===== config.mk =====
export PLATFORM = sky130hd
export DESIGN_NAME = uart_tx_ctrl_flat
export DESIGN_NICKNAME = d
export VERILOG_FILES = /design/src/rtl/uart_pkg.sv /design/src/rtl/uart_tx_ctrl_if.sv /design/src/rtl/uart_baud_cnt.sv /design/src/rtl/uart_tx_ctrl.sv /design/src/flat_wrapper.sv
export SDC_FILE = /design/constraint.sdc
export NUM_CORES = 1
export LEC_CHECK = 0
export CORE_UTILIZATION = 55
export DETAILED_ROUTE_END_ITERATION = 10
export PLACE_DENSITY = 0.82
export SLEW_MARGIN = 25
export SYNTH_ARGS = -nofsm -noshare
export SYNTH_HDL_FRONTEND = slang
export SYNTH_HIERARCHICAL = 1
export SYNTH_SLANG_ARGS = --single-unit

===== constraint.sdc =====
create_clock -name clk -period 5.1 [get_ports clk]
set_input_delay 0.765 -clock clk [delete_from_list [all_inputs] [get_ports clk]]
set_output_delay 0.765 -clock clk [all_outputs]
set_load 0.02 [all_outputs]

===== src/rtl/uart_pkg.sv =====
// uart_pkg: shared state type and default framing constants for the UART path
package uart_pkg;
    typedef enum logic [1:0] {IDLE, START, DATA, STOP} uart_state_t;
    localparam int CLK_DIV_DEF = 868;
    localparam int DATA_BITS_DEF = 8;
    localparam int STOP_BITS_DEF = 1;
    localparam logic TXD_IDLE = 1'b1;
endpackage


===== src/rtl/uart_tx_ctrl_if.sv =====
// uart_tx_ctrl_if: byte handshake plus PISO control bundle
//   tx_valid/tx_ready : requester handshake
//   piso_load/piso_hold/piso_sdata : shift-register control and serial data
//   master = requester and PISO side, slave = controller side
interface uart_tx_ctrl_if;
    logic tx_valid;
    logic tx_ready;
    logic piso_load;
    logic piso_hold;
    logic piso_sdata;
    modport master (output tx_valid, output piso_sdata, input tx_ready, input piso_load, input piso_hold);
    modport slave (input tx_valid, input piso_sdata, output tx_ready, output piso_load, output piso_hold);
endinterface


===== src/rtl/uart_baud_cnt.sv =====
// uart_baud_cnt: bit-period counter, tick marks the last cycle of each period
//   clk, rst_n (sync, active-low), clear : hold count at zero
//   tick : count == CLK_DIV-1, count : current phase within the bit
module uart_baud_cnt
    import uart_pkg::*;
#(
    parameter int CLK_DIV = CLK_DIV_DEF
) (
    input  logic                       clk,
    input  logic                       rst_n,
    input  logic                       clear,
    output logic                       tick,
    output logic [$clog2(CLK_DIV)-1:0] count
);
    localparam int W = $clog2(CLK_DIV);
    localparam logic [W-1:0] LAST = W'(CLK_DIV - 1);
    assign tick = count == LAST;
    always_ff @(posedge clk) begin
        if (!rst_n || clear || tick) count <= '0;
        else count <= count + W'(1);
    end
endmodule


===== src/rtl/uart_tx_ctrl.sv =====
// uart_tx_ctrl: UART transmit sequencer driving an external PISO
//   clk, rst_n (sync, active-low)
//   bus (slave) : tx_valid/tx_ready handshake, piso_load/piso_hold control, piso_sdata in
//   txd : serial line (idles high), busy : frame in progress
module uart_tx_ctrl
    import uart_pkg::*;
#(
    parameter int CLK_DIV   = CLK_DIV_DEF,
    parameter int DATA_BITS = DATA_BITS_DEF,
    parameter int STOP_BITS = STOP_BITS_DEF
) (
    input  logic          clk,
    input  logic          rst_n,
    uart_tx_ctrl_if.slave bus,
    output logic          txd,
    output logic          busy
);
    localparam int BW = $clog2(CLK_DIV);
    localparam int MAXB = DATA_BITS > STOP_BITS ? DATA_BITS : STOP_BITS;
    localparam int CW = $clog2(MAXB + 1);
    localparam logic [BW-1:0] PRE_LAST = BW'(CLK_DIV - 2);
    localparam logic [CW-1:0] DATA_LAST = CW'(DATA_BITS - 1);
    localparam logic [CW-1:0] STOP_LAST = CW'(STOP_BITS - 1);
    uart_state_t state, state_n;
    logic [BW-1:0] baud_cnt;
    logic [CW-1:0] bit_cnt, bit_cnt_n;
    logic tick, accept, line, data_sel, hold;
    uart_baud_cnt #(.CLK_DIV(CLK_DIV)) u_baud (
        .clk   (clk),
        .rst_n (rst_n),
        .clear (state == IDLE),
        .tick  (tick),
        .count (baud_cnt)
    );
    assign bus.tx_ready = rst_n && state == IDLE;
    assign accept = bus.tx_valid && bus.tx_ready;
    assign bus.piso_load = accept;
    assign bus.piso_hold = hold;
    // PISO output is itself a flop; only the select is registered so each
    // shifted bit appears right at the bit boundary.
    assign txd = data_sel ? bus.piso_sdata : line;
    always_comb begin
        state_n = state;
        bit_cnt_n = bit_cnt;
        unique case (state)
            IDLE:    state_n = accept ? START : IDLE;
            START:   state_n = tick ? DATA : START;
            DATA:    state_n = tick && bit_cnt == DATA_LAST ? STOP : DATA;
            STOP:    state_n = tick && bit_cnt == STOP_LAST ? IDLE : STOP;
            default: state_n = IDLE;
        endcase
        bit_cnt_n = state_n != state ? '0 : tick ? bit_cnt + CW'(1) : bit_cnt;
    end
    always_ff @(posedge clk) begin
        if (!rst_n) begin
            state <= IDLE;
            bit_cnt <= '0;
            line <= TXD_IDLE;
            data_sel <= 1'b0;
            busy <= 1'b0;
            hold <= 1'b1;
        end else begin
            state <= state_n;
            bit_cnt <= bit_cnt_n;
            line <= state_n == START ? ~TXD_IDLE : TXD_IDLE;
            data_sel <= state_n == DATA;
            busy <= state_n != IDLE;
            // one-cycle-early decode so the registered release lands on the last cycle of a data bit
            hold <= !(state == DATA && baud_cnt == PRE_LAST);
        end
    end
endmodule


===== src/flat_wrapper.sv =====
// flat-port wrapper written by rule: the top's interface ports become plain ports
module uart_tx_ctrl_flat import uart_pkg::*;
#(
    parameter int CLK_DIV   = CLK_DIV_DEF,
    parameter int DATA_BITS = DATA_BITS_DEF,
    parameter int STOP_BITS = STOP_BITS_DEF
)
  (clk, rst_n, txd, busy, bus_tx_valid, bus_piso_sdata, bus_tx_ready, bus_piso_load, bus_piso_hold);
  uart_tx_ctrl_if bus_i ();
  input  logic clk;
  input  logic rst_n;
  output logic txd;
  output logic busy;
  input wire logic [$bits(bus_i.tx_valid)-1:0] bus_tx_valid;
  input wire logic [$bits(bus_i.piso_sdata)-1:0] bus_piso_sdata;
  output wire logic [$bits(bus_i.tx_ready)-1:0] bus_tx_ready;
  output wire logic [$bits(bus_i.piso_load)-1:0] bus_piso_load;
  output wire logic [$bits(bus_i.piso_hold)-1:0] bus_piso_hold;
  assign bus_i.tx_valid = bus_tx_valid;
  assign bus_i.piso_sdata = bus_piso_sdata;
  assign bus_tx_ready = bus_i.tx_ready;
  assign bus_piso_load = bus_i.piso_load;
  assign bus_piso_hold = bus_i.piso_hold;
  uart_tx_ctrl #(.CLK_DIV(CLK_DIV), .DATA_BITS(DATA_BITS), .STOP_BITS(STOP_BITS)) u_core (.clk(clk), .rst_n(rst_n), .bus(bus_i), .txd(txd), .busy(busy));
endmodule

==> impl_metrics.json, run 1 <==
{
  "outcome": "complete, no violations",
  "placement.setup.worst_slack_ps": 1960,
  "leak_uw": 0.000366,
  "timing.final.hold_violations": 0,
  "critPathMaxStageDelay_ps": 680,
  "syn2layout_area_growth_pct": 12.4,
  "top_cells_by_count_synth": "20 x sky130_fd_sc_hd__dfxtp_1, 13 x sky130_fd_sc_hd__nor2_1, 6 x sky130_fd_sc_hd__nand2_1, 5 x sky130_fd_sc_hd__a21oi_1, 5 x sky130_fd_sc_hd__inv_1",
  "drv_slew": 0,
  "synth_cell_types": 41,
  "design.portCount": 9,
  "clock.fmax_mhz": 320,
  "synthesis.area_per_instance_um2": 9.42,
  "synthDominantCellAreaShare_pct": 41.7,
  "via_count": 749,
  "synth.yosys.warnings": 6,
  "cts.htree.levels": 1,
  "final_period_minus_worst_setup_slack_ps": 3120,
  "globalRoute.totalOverflow": 0,
  "antenna_found_initial": 0,
  "critPathCaptureType": "output pin",
  "fin_crit_sh_pct": 61.2,
  "grt_max_degree": 12,
  "relSlewSlack_pct": 42.5,
  "worstPathCellList": "clkdlybuf4s50_1 -> nor3b_1 -> clkdlybuf4s50_1",
  "design.core.area_um2": 1580,
  "netlist.top_cell.by_area": "sky130_fd_sc_hd__dfxtp_1",
  "clock-skew-final_ps": 4.43,
  "stdcell_count": 128,
  "vias_in_the_first_global_route": 697,
  "cts.repair.resized": 0,
  "netlist_top_cells_area": "sky130_fd_sc_hd__dfxtp_1 42%, sky130_fd_sc_hd__nor2_1 5.1%, sky130_fd_sc_hd__ha_1 3.9%, sky130_fd_sc_hd__o311ai_4 2.7%, sky130_fd_sc_hd__xnor2_1 2.7%",
  "die-height_um": 43.8,
  "fp-row-count": 14,
  "syn-cell-area_um2": 961,
  "ant_nets": 0,
  "synth-seq-area-share_pct": 41.7,
  "cp_max_fo": 11,
  "cts_hold_repair.buffers": 0,
  "cts.path.max_buffers": 2,
  "worst_path_max_delay_cell": "sky130_fd_sc_hd__clkdlybuf4s50_1",
  "first_iter_violations": 8,
  "synth.most_common_cell": "sky130_fd_sc_hd__dfxtp_1",
  "chipWidth_um": 43.8,
  "cts_setup_buffers": 0,
  "setup_violations": 0,
  "drt-vias-per-instance": 5.85,
  "clk_pin_slew_ps": 90,
  "clk_latency_ps": 290,
  "worst_slack_ps": 1980,
  "placed_cells_incl_taps": 125,
  "synth_edf_count": 0,
  "replace_congestion": 0.800,
  "place.port_buffers": 8,
  "design.die.area_um2": 1920,
  "layout.nets": 121,
  "top_cell_by_count_worst_path": "sky130_fd_sc_hd__clkdlybuf4s50_1",
  "setup_total_negative_slack_ps": 0,
  "hp-class": "reg -> reg",
  "post-route-util_pct": 68.5,
  "critical_setup_path_class": "in -> out",
  "synth_flop_cell": "sky130_fd_sc_hd__dfxtp_1",
  "critical_path_startpoint_category": "input port",
  "initial_core_util_pct": 61.0,
  "total_clock_buffers_created_by_cts": 3,
  "p_per_area_nw_per_um2": 233,
  "synth_async_sr_flop_share_pct": 0,
  "grt_pass1_wl_um": 2820,
  "insertedDiodeCount": 0,
  "cts_sinks": 20,
  "synth_cells": 102,
  "clock_tree_from_tritoncts": "yes",
  "drive_gt1_share_pct": 9.82,
  "grt_util_all_layers_pct": 20.1,
  "postSynthNetCount": 109,
  "ys_seq_elements": 20,
  "worst-endpoint-required_ps": 4340,
  "cp_num_buf_inv": 2,
  "cpLargestDelayFamily": "buffers and inverters",
  "worst_pin_slew_ps": 857,
  "detail_route.wl_per_cell_um": 13.1,
  "totalWireLength_um": 1680,
  "cts-root-buf": "sky130_fd_sc_hd__clkbuf_4",
  "unrepaired_setup_endpoints_after_global_routing": "no",
  "drc": 0,
  "ir_worst_vdd_uv": 200,
  "cap_viol_max_count": 0,
  "number_of_iterations_in_the_first_detailed_routing_pass": 4,
  "cp.arrival_ps": 2360,
  "place.detailed.hpwl_um": 1270
}
==> cell type report <==
class	count	area (um2)
Sequential cell	20	400
Multi-Input combinational cell	76	538
Tap cell	16	20.0
Timing Repair Buffer	8	80.1
Fill cell	135	497
Clock buffer	3	22.5
Inverter	5	18.8
==> where the power goes <==
group | total (uW) | switching, uW | internal [uW]
Clock | 69.7 | 42.2 | 27.5
Sequential | 160 | 2.07 | 158
Combinational | 21.5 | 10.7 | 10.8
Total | 252 | 55.0 | 197
==> through the flow <==
step	hold slack [ps]	total power, uW	cell area [um2]
global placement	453	185	1060
detailed placement	454	186	1060
finish	476	252	1080
floorplan	425	176	961
CTS	481	255	1080
global route	509	265	1080
==> sequential cells by signal, summed over array words and instances (netlist names) <==
name	flops
u_core/line	1
u_core/state	2
u_core/bus.piso_hold	1
u_core/u_baud/count	10
u_core/data_sel	1
u_core/bit_cnt	4
u_core/busy	1
==> logic make-up after synthesis <==
family                     after synthesis  share of synthesized area (%)
AOI/OAI and AO/OA                       17                           13.5
DFF                                     20                           41.7
muxes                                    2                           2.21
xor gates and xnor gates                 6                           5.47
buffers and inverters                    6                           2.34
adders and majority gates                3                           3.91
and+or+nand+nor                         48                           30.9
==> metal layers <==
layer / vias up / global-route usage [%] / wire length (um)
met5: - / 0 / 0
met2: 10 / 35.5 / 832
met4: 0 / 9.38 / 29
li1: 393 / - / -
met3: 4 / 5.00 / 51
met1: 342 / 22.5 / 763
==> worst reg2reg max path: cells and delay by family (launching register included) <==
| family | cells | cell delay [ps] |
|---|---|---|
| AO/OA/AOI/OAI | 2 | 430 |
| flip-flops | 1 | 410 |
| adder cells (fa/ha/maj) | 1 | 230 |
| AND/OR/NAND/NOR | 4 | 1360 |
==> placed cells by master, fill, tap and decap left out, drive strengths merged, types with 2 or more instances in the layout <==
cell type,synthesis,layout
or3,4,4
nand4,3,3
a21oi,5,5
nor2,13,13
o21ai,4,4
dfxtp,20,20
clkbuf,1,3
xnor2,3,3
nand2,6,6
clkdlybuf4s50,0,8
inv,5,5
and2,2,2
ha,3,3
and4bb,2,2
xor2,3,3
nor3b,2,2
nand3,5,5
==> path summary, 6_finish.rpt <==
path | startpoint | endpoint | slack [ps] | cells past startpoint
setup / recovery | rst_n | bus_tx_ready | 1980 | 3
hold / removal | u_core/u_baud/count[1]$_SDFF_PP0_ | u_core/bus.piso_hold$_SDFF_PN1_ | 480 | 1
setup reg to reg | u_core/u_baud/count[0]$_SDFF_PP0_ | u_core/bit_cnt[2]$_SDFFE_PP0P_ | 2570 | 7
hold reg to reg | u_core/u_baud/count[1]$_SDFF_PP0_ | u_core/bus.piso_hold$_SDFF_PN1_ | 480 | 1
No activity file was read; power rests on OpenSTA's default activity.
==> run 2: changes to the inputs <==
--- a/config.mk
+++ b/config.mk
@@ -5,9 +5,9 @@
 export SDC_FILE = /design/constraint.sdc
 export NUM_CORES = 1
 export LEC_CHECK = 0
-export CORE_UTILIZATION = 55
+export CORE_UTILIZATION = 49
 export DETAILED_ROUTE_END_ITERATION = 10
-export PLACE_DENSITY = 0.82
+export PLACE_DENSITY = 0.78
 export SLEW_MARGIN = 25
 export SYNTH_ARGS = -nofsm -noshare
 export SYNTH_HDL_FRONTEND = slang
==> constraint.sdc (replaced) <==
create_clock -name clk -period 2.78 [get_ports clk]
set_input_delay 0.417 -clock clk [delete_from_list [all_inputs] [get_ports clk]]
set_output_delay 0.417 -clock clk [all_outputs]
set_load 0.02 [all_outputs]
==> run 2 against run 1 <==
Net effect: sequential power is 84% higher; critical path depth is the same; sequential share of layout area decreased by 1.3 points; global-route usage shrank 1.5 points; cell area rose by 3.7%; combinational power grew 87%; critical path type unchanged; largest cell class unchanged.
==> impl_metrics.json, run 2 (same netlist as run 1, synthesis figures left out) <==
{
  "met1Wirelength_um": 800,
  "outcome": "complete, no violations",
  "clock.fmax_mhz": 453,
  "cts.htree.levels": 1,
  "grt_max_degree": 12,
  "first_iter_violations": 10,
  "place_area_um2": 1080,
  "chipWidth_um": 46.3,
  "cts_hold_repair.buffers": 0,
  "reg2reg_depth": 8,
  "reg2reg_to": "u_core/bit_cnt[0]$_SDFFE_PP0P_",
  "clk_pin_slew_ps": 110,
  "clk_latency_ps": 290,
  "setup_total_negative_slack_ps": 0,
  "design.core.area_um2": 1780,
  "cap_viol_max_count": 0,
  "maxUsedRoutingLayer": "met4",
  "worst_setup_path_startpoint": "rst_n",
  "initial_core_util_pct": 53.9,
  "clock-skew-final_ps": 3.35,
  "unrepaired_setup_endpoints_after_global_routing": "no",
  "final_design_area_no_fill_um2": 1120,
  "post-route-util_pct": 62.8,
  "place.port_buffers": 8,
  "ant_nets": 0,
  "cp_max_fo": 4,
  "hp-class": "reg -> reg",
  "fin_crit_sh_pct": 79.5,
  "via_count": 776,
  "die-height_um": 46.3,
  "timing.critical_path.to": "bus_piso_load",
  "cts.repair.resized": 0,
  "critPathCaptureType": "output pin",
  "reg_top3": "u_core/u_baud/count x10, u_core/bit_cnt x4, u_core/state x2",
  "cts-root-buf": "sky130_fd_sc_hd__clkbuf_4",
  "relSlewSlack_pct": 68.3,
  "critical_path_startpoint_category": "input port",
  "insertedDiodeCount": 0,
  "antenna_found_initial": 0,
  "cp.arrival_ps": 1790,
  "critical_setup_path_class": "in -> out",
  "final_period_minus_worst_setup_slack_ps": 2210,
  "grt_pass1_wl_um": 2780,
  "cts_setup_buffers": 0,
  "mostFrequentLayoutCell": "sky130_fd_sc_hd__dfxtp_1",
  "reg2reg_setup_slack_ps": 700,
  "largest_register_ffs": 10,
  "syn2layout_area_growth_pct": 16.5,
  "grt_util_all_layers_pct": 18.7,
  "p_per_area_nw_per_um2": 445,
  "stdcell_count": 140,
  "placed_cells_incl_taps": 136,
  "globalRoute.totalOverflow": 0,
  "placement.setup.worst_slack_ps": 568,
  "met2WireLength_um": 838,
  "final_cell_mix": "20 x sky130_fd_sc_hd__dfxtp_1, 13 x sky130_fd_sc_hd__nor2_1, 8 x sky130_fd_sc_hd__clkdlybuf4s50_1, 6 x sky130_fd_sc_hd__nand2_1",
  "drt-vias-per-instance": 5.54,
  "cts.path.max_buffers": 2,
  "number_of_iterations_in_the_first_detailed_routing_pass": 4,
  "start_of_the_worst_register_to_register_path": "u_core/u_baud/count[0]$_SDFF_PP0_",
  "leak_uw": 0.000384,
  "setup_violations": 0,
  "worst_pin_slew_ps": 474,
  "clock_tree_from_tritoncts": "yes",
  "worst_slack_ps": 571,
  "drive_gt1_share_pct": 12.2,
  "total_clock_buffers_created_by_cts": 3,
  "place.detailed.hpwl_um": 1270,
  "layout.nets": 123,
  "replace_congestion": 0.799,
  "design.die.area_um2": 2140,
  "drc": 0,
  "timing.final.hold_violations": 0,
  "drv_slew": 0,
  "detail_route.wl_per_cell_um": 12.1,
  "vias_in_the_first_global_route": 659,
  "regMostFlops": "u_core/u_baud/count",
  "routed-wl-met3_um": 44,
  "design.portCount": 9,
  "ir_worst_vdd_uv": 330,
  "totalWireLength_um": 1700,
  "worst-endpoint-required_ps": 2360,
  "fillCellCount": 158,
  "cts_sinks": 20,
  "fp-row-count": 15
}
run 2: power by group:
| group | total [uW] | internal (uW) | leakage, uW | switching (uW) |
|---|---|---|---|---|
| combinational | 40.1 | 20.8 | 0.000201 | 19.3 |
| clock | 164 | 79.8 | 0.0000210 | 84.0 |
| sequential | 294 | 290 | 0.000162 | 3.67 |
run 2: stage by stage:
stage | hold WS (ps) | total power (uW)
after floorplan | 425 | 322
after global placement | 445 | 340
after detailed placement | 456 | 341
after CTS | 481 | 505
after global routing | 513 | 521
final | 484 | 498
run 2: worst min path at each step:
stage                                            from                               to  slack [ps]  cells after the start
floorplan           u_core/u_baud/count[1]$_SDFF_PP0_  u_core/bus.piso_hold$_SDFF_PN1_         420                      1
global placement    u_core/u_baud/count[1]$_SDFF_PP0_  u_core/bus.piso_hold$_SDFF_PN1_         440                      1
detailed placement  u_core/u_baud/count[1]$_SDFF_PP0_  u_core/bus.piso_hold$_SDFF_PN1_         460                      1
CTS                 u_core/u_baud/count[1]$_SDFF_PP0_  u_core/bus.piso_hold$_SDFF_PN1_         480                      1
global route        u_core/u_baud/count[1]$_SDFF_PP0_  u_core/bus.piso_hold$_SDFF_PN1_         510                      1
finish              u_core/u_baud/count[1]$_SDFF_PP0_  u_core/bus.piso_hold$_SDFF_PN1_         480                      1
run 2: area by class of cell:
class / count / area (um2) / area share (%)
flip-flops and latches: 20 / 400 / 35.8
clock buffers: 4 / 36.3 / 3.24
well taps: 25 / 31.3 / 2.79
multi-input cells: 76 / 538 / 48.0
inverters: 5 / 18.8 / 1.68
repair buffers: 10 / 95.1 / 8.49
run 2: critical path, cell delays in order:
cell                              delay, ps
sky130_fd_sc_hd__clkdlybuf4s50_1        510
sky130_fd_sc_hd__and4bb_1               250
sky130_fd_sc_hd__clkdlybuf4s50_1        610
run 2: metal layers:
| layer | up-vias | global-route usage [%] |
|---|---|---|
| li1 | 400 | - |
| met1 | 364 | 21.5 |
| met2 | 10 | 31.0 |
| met3 | 2 | 4.71 |
| met4 | 0 | 10.6 |
| met5 | - | 0 |
